--- src/rtl/named_decode_if.sv ---
// Handshake bundle between the named-offset decoder and its neighbours.
// master drives beats in and takes decoded beats out; slave is the decoder.
interface named_decode_if #(
  parameter int NX = 8
);
  logic          SYNC;
  logic          IN_VALID;
  logic          IN_READY;
  logic [NX-1:0] DIN;
  logic          OUT_VALID;
  logic          OUT_READY;
  logic [NX-1:0] DOUT;
  logic [NX-1:0] CNT;

  modport master (
    output SYNC, IN_VALID, DIN, OUT_READY,
    input  IN_READY, OUT_VALID, DOUT, CNT
  );

  modport slave (
    input  SYNC, IN_VALID, DIN, OUT_READY,
    output IN_READY, OUT_VALID, DOUT, CNT
  );
endinterface

--- src/rtl/named_decode.sv ---
// Adds the running offset back onto each encoded beat; 1-cycle latency, full throughput.
// Backpressure: one-entry skid absorbs the first stalled beat, IN_READY drops while it is full.
module named_decode #(
  parameter int NX   = 8,
  parameter int STEP = 1,
  parameter int INIT = 0
) (
  input  logic           CLK,
  input  logic           RST,
  named_decode_if.slave  io
);
  localparam logic [NX-1:0] STEP_W = NX'(STEP);
  localparam logic [NX-1:0] INIT_W = NX'(INIT);

  logic [NX-1:0] cnt_q, cnt_d;
  logic          out_vld_q, out_vld_d;
  logic [NX-1:0] dout_q, dout_d;
  logic          skid_full_q, skid_full_d;
  logic [NX-1:0] skid_dat_q, skid_dat_d;
  logic          in_rdy_q, in_rdy_d;

  logic          in_acc;
  logic          out_free;
  logic [NX-1:0] base;
  logic [NX-1:0] dec;

  always_comb begin
    in_acc   = io.IN_VALID & in_rdy_q;
    out_free = !out_vld_q | io.OUT_READY;
    // SYNC in the same cycle as an accept makes that beat index 0 of the new run
    base     = io.SYNC ? INIT_W : cnt_q;
    dec      = io.DIN + base + STEP_W;

    cnt_d = cnt_q;
    if (in_acc) begin
      cnt_d = base + STEP_W;
    end else if (io.SYNC) begin
      cnt_d = INIT_W;
    end

    out_vld_d   = out_vld_q;
    dout_d      = dout_q;
    skid_full_d = skid_full_q;
    skid_dat_d  = skid_dat_q;

    if (out_free) begin
      if (skid_full_q) begin
        out_vld_d   = 1'b1;
        dout_d      = skid_dat_q;
        skid_full_d = 1'b0;
        // unreachable while IN_READY mirrors !skid_full, kept so no beat can ever drop
        if (in_acc) begin
          skid_dat_d  = dec;
          skid_full_d = 1'b1;
        end
      end else if (in_acc) begin
        out_vld_d = 1'b1;
        dout_d    = dec;
      end else begin
        out_vld_d = 1'b0;
      end
    end else if (in_acc) begin
      skid_dat_d  = dec;
      skid_full_d = 1'b1;
    end

    in_rdy_d = !skid_full_d;
  end

  always_ff @(posedge CLK or posedge RST) begin
    if (RST) begin
      cnt_q       <= INIT_W;
      out_vld_q   <= 1'b0;
      dout_q      <= '0;
      skid_full_q <= 1'b0;
      skid_dat_q  <= '0;
      in_rdy_q    <= 1'b1;
    end else begin
      cnt_q       <= cnt_d;
      out_vld_q   <= out_vld_d;
      dout_q      <= dout_d;
      skid_full_q <= skid_full_d;
      skid_dat_q  <= skid_dat_d;
      in_rdy_q    <= in_rdy_d;
    end
  end

  assign io.IN_READY  = in_rdy_q;
  assign io.OUT_VALID = out_vld_q;
  assign io.DOUT      = dout_q;
  assign io.CNT       = cnt_q;
endmodule

--- src/flat_wrapper.sv ---
// flat-port wrapper written by rule: the top's interface ports become plain ports
module named_decode_flat 
#(
  parameter int NX   = 8,
  parameter int STEP = 1,
  parameter int INIT = 0
)
  (CLK, RST, io_SYNC, io_IN_VALID, io_DIN, io_OUT_READY, io_IN_READY, io_OUT_VALID, io_DOUT, io_CNT);
  named_decode_if #(.NX(NX)) io_i ();
  input  logic CLK;
  input  logic RST;
  input wire logic [$bits(io_i.SYNC)-1:0] io_SYNC;
  input wire logic [$bits(io_i.IN_VALID)-1:0] io_IN_VALID;
  input wire logic [$bits(io_i.DIN)-1:0] io_DIN;
  input wire logic [$bits(io_i.OUT_READY)-1:0] io_OUT_READY;
  output wire logic [$bits(io_i.IN_READY)-1:0] io_IN_READY;
  output wire logic [$bits(io_i.OUT_VALID)-1:0] io_OUT_VALID;
  output wire logic [$bits(io_i.DOUT)-1:0] io_DOUT;
  output wire logic [$bits(io_i.CNT)-1:0] io_CNT;
  assign io_i.SYNC = io_SYNC;
  assign io_i.IN_VALID = io_IN_VALID;
  assign io_i.DIN = io_DIN;
  assign io_i.OUT_READY = io_OUT_READY;
  assign io_IN_READY = io_i.IN_READY;
  assign io_OUT_VALID = io_i.OUT_VALID;
  assign io_DOUT = io_i.DOUT;
  assign io_CNT = io_i.CNT;
  named_decode #(.NX(NX), .STEP(STEP), .INIT(INIT)) u_core (.CLK(CLK), .RST(RST), .io(io_i));
endmodule
--- config.mk ---
export PLATFORM = sky130hd
export DESIGN_NAME = named_decode_flat
export DESIGN_NICKNAME = d
export VERILOG_FILES = /design/src/rtl/named_decode_if.sv /design/src/rtl/named_decode.sv /design/src/flat_wrapper.sv
export SDC_FILE = /design/constraint.sdc
export NUM_CORES = 1
export LEC_CHECK = 0
export ABC_AREA = 0
export CORE_MARGIN = 3
export CORE_UTILIZATION = 55
export DETAILED_ROUTE_END_ITERATION = 8
export PLACE_DENSITY = 0.92
export SLEW_MARGIN = 0
export SYNTH_ARGS = -nofsm -noshare
export SYNTH_HDL_FRONTEND = slang
export SYNTH_SLANG_ARGS = --single-unit
--- constraint.sdc ---
create_clock -name CLK -period 7.04 [get_ports CLK]
set_clock_uncertainty 0.2 [all_clocks]
set_input_delay 0.704 -clock CLK [delete_from_list [all_inputs] [get_ports CLK]]
set_output_delay 0.704 -clock CLK [all_outputs]
set_load 0.02 [all_outputs]
Yosys cells after proc, flatten, opt, wreduce, memory -nomap -nowiden
Cells that the tools add are included.
Widths: inputs -> output; s select.
{"block": "word_totals", "in_bits": 13, "ff_bits": 27, "out_inout_bits": 18}
{"block": "op_classes", "eq_ne": 1, "muxes": 12, "bitwise": 2, "n_reduce_logical": 4, "n_addsub": 3}
{"cell": "$mux 8", "count": 7}
{"cell": "$add 8x1->8 const B", "count": 2}
{"cell": "$add 8x8->8", "count": 1}
{"cell": "$mux 1", "count": 5}
{"cell": "$logic_not 1->1", "count": 2}
{"cell": "$ne 2x1->1 const B", "count": 1}
{"cell": "$reduce_and 2->1", "count": 1}
{"cell": "$reduce_bool 2->1", "count": 1}
{"cell": "$and 1x1->1", "count": 1}
{"cell": "$or 1x1->1", "count": 1}

Depth between registers and ports, before layout
{"block": "logic_depth", "ltp_word": 6, "mapped_depth": 13, "ltp_nobuf": 11}

Worst setup path before layout
OpenSTA, ideal clock, no wires.
{"block": "synth_path", "kind": "input -> register", "from": "input io_SYNC", "to": "register u_core.dout_q[6], in the netlist u_core.io.DOUT[6]", "path_stages": 13, "t_arrival_ns": 2.646, "slack_ns": 4.069, "setup_time_ns": 0.125, "path_cell_list": "buf_6 buf_6 nand2b_1 ha_1 inv_2 ha_1 a21boi_2 a2111oi_4 o22ai_2 o22ai_2 xnor2_1 o21ai_1 mux2_2"}
{"block": "synth_via", "elab_chain_cells": 5}
{"element": "start, declared", "line_no": "flat_wrapper.sv:12", "source": "input wire logic [$bits(io_i.SYNC)-1:0] io_SYNC;"}
{"element": "$mux 8", "line_no": "named_decode.sv:31", "source": "base = io.SYNC ? INIT_W : cnt_q;"}
{"element": "$add 8x8->8", "line_no": "named_decode.sv:32", "source": "dec = io.DIN + base + STEP_W;"}
{"element": "$add 8x1->8", "line_no": "named_decode.sv:32"}
{"element": "$mux 8", "line_no": "named_decode.sv:56", "source": "end else if (in_acc) begin"}
{"element": "$mux 8", "line_no": "named_decode.sv:47", "source": "if (skid_full_q) begin"}
{"element": "end signal, assigned", "line_no": "named_decode.sv:81", "source": "dout_q <= dout_d;"}
{"element": "end, declared", "line_no": "named_decode.sv:17", "source": "logic [NX-1:0] dout_q, dout_d;"}
Every way passes these cells. The select of a mux whose other input is x is not followed.
A chain may end at the register's enable or synchronous reset.

Worst setup path in the final report
Ends and elaborated chain as after synthesis.

==> impl_metrics.json <==
{
  "post-route-min-period_ns": 3.45,
  "clk_latency_ns": 0.33,
  "die_y_um": 61.6,
  "cts_tree": "built",
  "avgSynthCellArea_um2": 9.34,
  "numCtsBuffers": 3,
  "worst_pin_slew_ns": 1.01,
  "clkTransAtPathRegs_ns": 0.17,
  "drtAntennaViolNets": 0,
  "cts_sinks": 27,
  "ir_drop_uv": 268,
  "grt_max_degree": 28,
  "dieWidth_um": 61.6,
  "maxCapViolations": 0,
  "totalWireLength_um": 3300,
  "p_total_mw": 0.614,
  "synth-main-ff-cell": "dfrtp_1",
  "yosysUniqueCellTypes": 47,
  "final_cells": 238,
  "max-slew-margin-rel": 0.320,
  "status": "complete, no violations",
  "via_per_inst": 5.44,
  "yosys-top-cells-area": "dfrtp_1, xnor2_1, nand2_1",
  "antenna_found_initial": 0,
  "hp-class": "reg2reg",
  "root_buffer": "clkbuf_4",
  "yosysWarnings": 0,
  "grt_pass1_wl_um": 5700,
  "critPathKind": "in2reg",
  "dp_cells": 234,
  "synth_top_cell_area_share": 0.383,
  "start_util": 0.596,
  "drive_gt1_frac": 0.106,
  "yosysSeqAreaShare": 0.398,
  "routedWlPerCell_um": 13.9,
  "p_per_area_mw_per_mm2": 308,
  "cts-hold-fix-buffers": 0,
  "power.leakage_nw": 0.831,
  "core_area_mm2": 0.00285,
  "grt.total_usage": 0.198,
  "cts_max_level": 1,
  "crit_arrival_ns": 3.49,
  "post_dp_cell_area_mm2": 0.00196,
  "drtPass1Iterations": 4,
  "syn_area_mm2": 0.00170,
  "grt_overflow_total": 0,
  "area_delta_synth_final_pct": 17.1,
  "cp_max_fo": 21,
  "drt_iter0_drc": 57,
  "hold_viol": 0,
  "final_cell_mix": "clkdlybuf4s50_1, dfrtp_1, nand2_1",
  "syn_inst": 182,
  "post-route-period-util": 0.490,
  "diodes": 0,
  "final_common_cell": "clkdlybuf4s50_1",
  "clockBufferDepth": 2,
  "stdcell_area_mm2": 0.00199,
  "nFillCells": 224,
  "tns_ns": 0,
  "synth-seq-cells": 27,
  "synth_nets": 199,
  "finalSetupViolCount": 0,
  "rows": 19,
  "ys_async_sr_fraction": 1.00,
  "cp-start-kind": "primary input",
  "ioPinCount": 31,
  "nets": 225,
  "yosysTopAreaCell": "dfrtp_1",
  "post_cts_buffers": 0,
  "drv_slew": 0,
  "max_freq_mhz": 290,
  "post-route-drc-count": 0,
  "hpwl_um": 2410,
  "synth-edff-count": 0,
  "vias": 1294,
  "critPathCaptureType": "flop",
  "cts_resized": 0,
  "cp.required_ns": 7.08,
  "numPortBuffers": 30,
  "gp_congestion": 0.813,
  "die_area_mm2": 0.00379,
  "rsz0062_at_grt": "false",
  "grt_pass1_vias": 1254
}
## logic make-up after synthesis
kind of cell / count (synthesis) / share of synthesized area
DFF: 27 / 0.398
and+or+nand+nor: 62 / 0.177
xor gates and xnor gates: 20 / 0.103
adders and majority gates: 6 / 0.0420
muxes: 4 / 0.0250
buffers and inverters: 20 / 0.0729
AOI/OAI and AO/OA: 43 / 0.182
## state kept, by name, indices dropped and copies added, names as in the netlist
register and count:
u_core.io.OUT_VALID 1, u_core.io.CNT 8, u_core.skid_dat_q 8, u_core.io.DOUT 8
u_core.io.IN_READY 1, u_core.skid_full_q 1
## cell type report
| type | instances | area (µm²) | share of cell area |
|---|---|---|---|
| Sequential cell | 27 | 677 | 0.340 |
| Inverter | 10 | 37.5 | 0.0189 |
| Timing Repair Buffer | 31 | 308 | 0.155 |
| Tap cell | 31 | 38.8 | 0.0195 |
| Multi-Input combinational cell | 135 | 898 | 0.452 |
| Clock inverter | 1 | 7.51 | 0.00377 |
| Clock buffer | 3 | 22.5 | 0.0113 |
## final timing paths
path / slack, ns / start / cells after the start / endpoint
max: 3.59 / io_SYNC / 12 / u_core.io.DOUT[6]
min: 0.29 / u_core.io.DOUT[1] / 2 / u_core.io.DOUT[1]
max reg2reg: 4.48 / u_core.io.CNT[1] / 10 / u_core.io.DOUT[6]
min reg2reg: 0.29 / u_core.io.DOUT[1] / 2 / u_core.io.DOUT[1]
max in group asynchronous: 5.33 / RST / 2 / u_core.io.OUT_VALID
min in group asynchronous: 0.70 / RST / 2 / u_core.io.DOUT[2]
## power by group
group,internal [mW],leakage [nW],switching [mW],total (mW)
Clock,0.0217,0.0139,0.0499,0.0716
Combinational,0.129,0.476,0.149,0.278
Sequential,0.214,0.341,0.0496,0.264
## critical path: stages
cell and delay [ns]:
clkdlybuf4s50_1 0.75, nand2b_1 0.32, ha_1 0.22, inv_2 0.08
ha_1 0.20, a21boi_2 0.09, a2111oi_4 0.33, o22ai_2 0.15
o22ai_2 0.12, xnor2_1 0.16, o21ai_1 0.08, mux2_2 0.28
## Yosys cell counts, drive strengths merged, types with 4 or more instances
master / n
nand2b: 5
ha: 4
inv: 10
buf: 7
nor2b: 4
nand3: 5
nor2: 16
nand2: 22
o21ai: 17
a21oi: 9
dfrtp: 26
xnor2: 15
xor2: 5
## metrics by stage
step	setup WS, ns	hold WS [ns]	util
3_5_place_dp	3.23	0.269	0.687
4_1_cts	3.59	0.302	0.697
3_3_place_gp	3.29	0.259	0.687
6_report	3.59	0.294	0.697
2_1_floorplan	4.07	0.250	-
5_1_grt	3.39	0.337	0.697
## metal layers
metal | up-vias | global-route usage | routed length (µm)
met5 | - | 0 | 0
met4 | 0 | 0.0576 | 37
met3 | 4 | 0.0314 | 117
met2 | 31 | 0.299 | 1460
met1 | 591 | 0.294 | 1680
li1 | 668 | - | -
No activity file was read; power rests on OpenSTA's default activity.
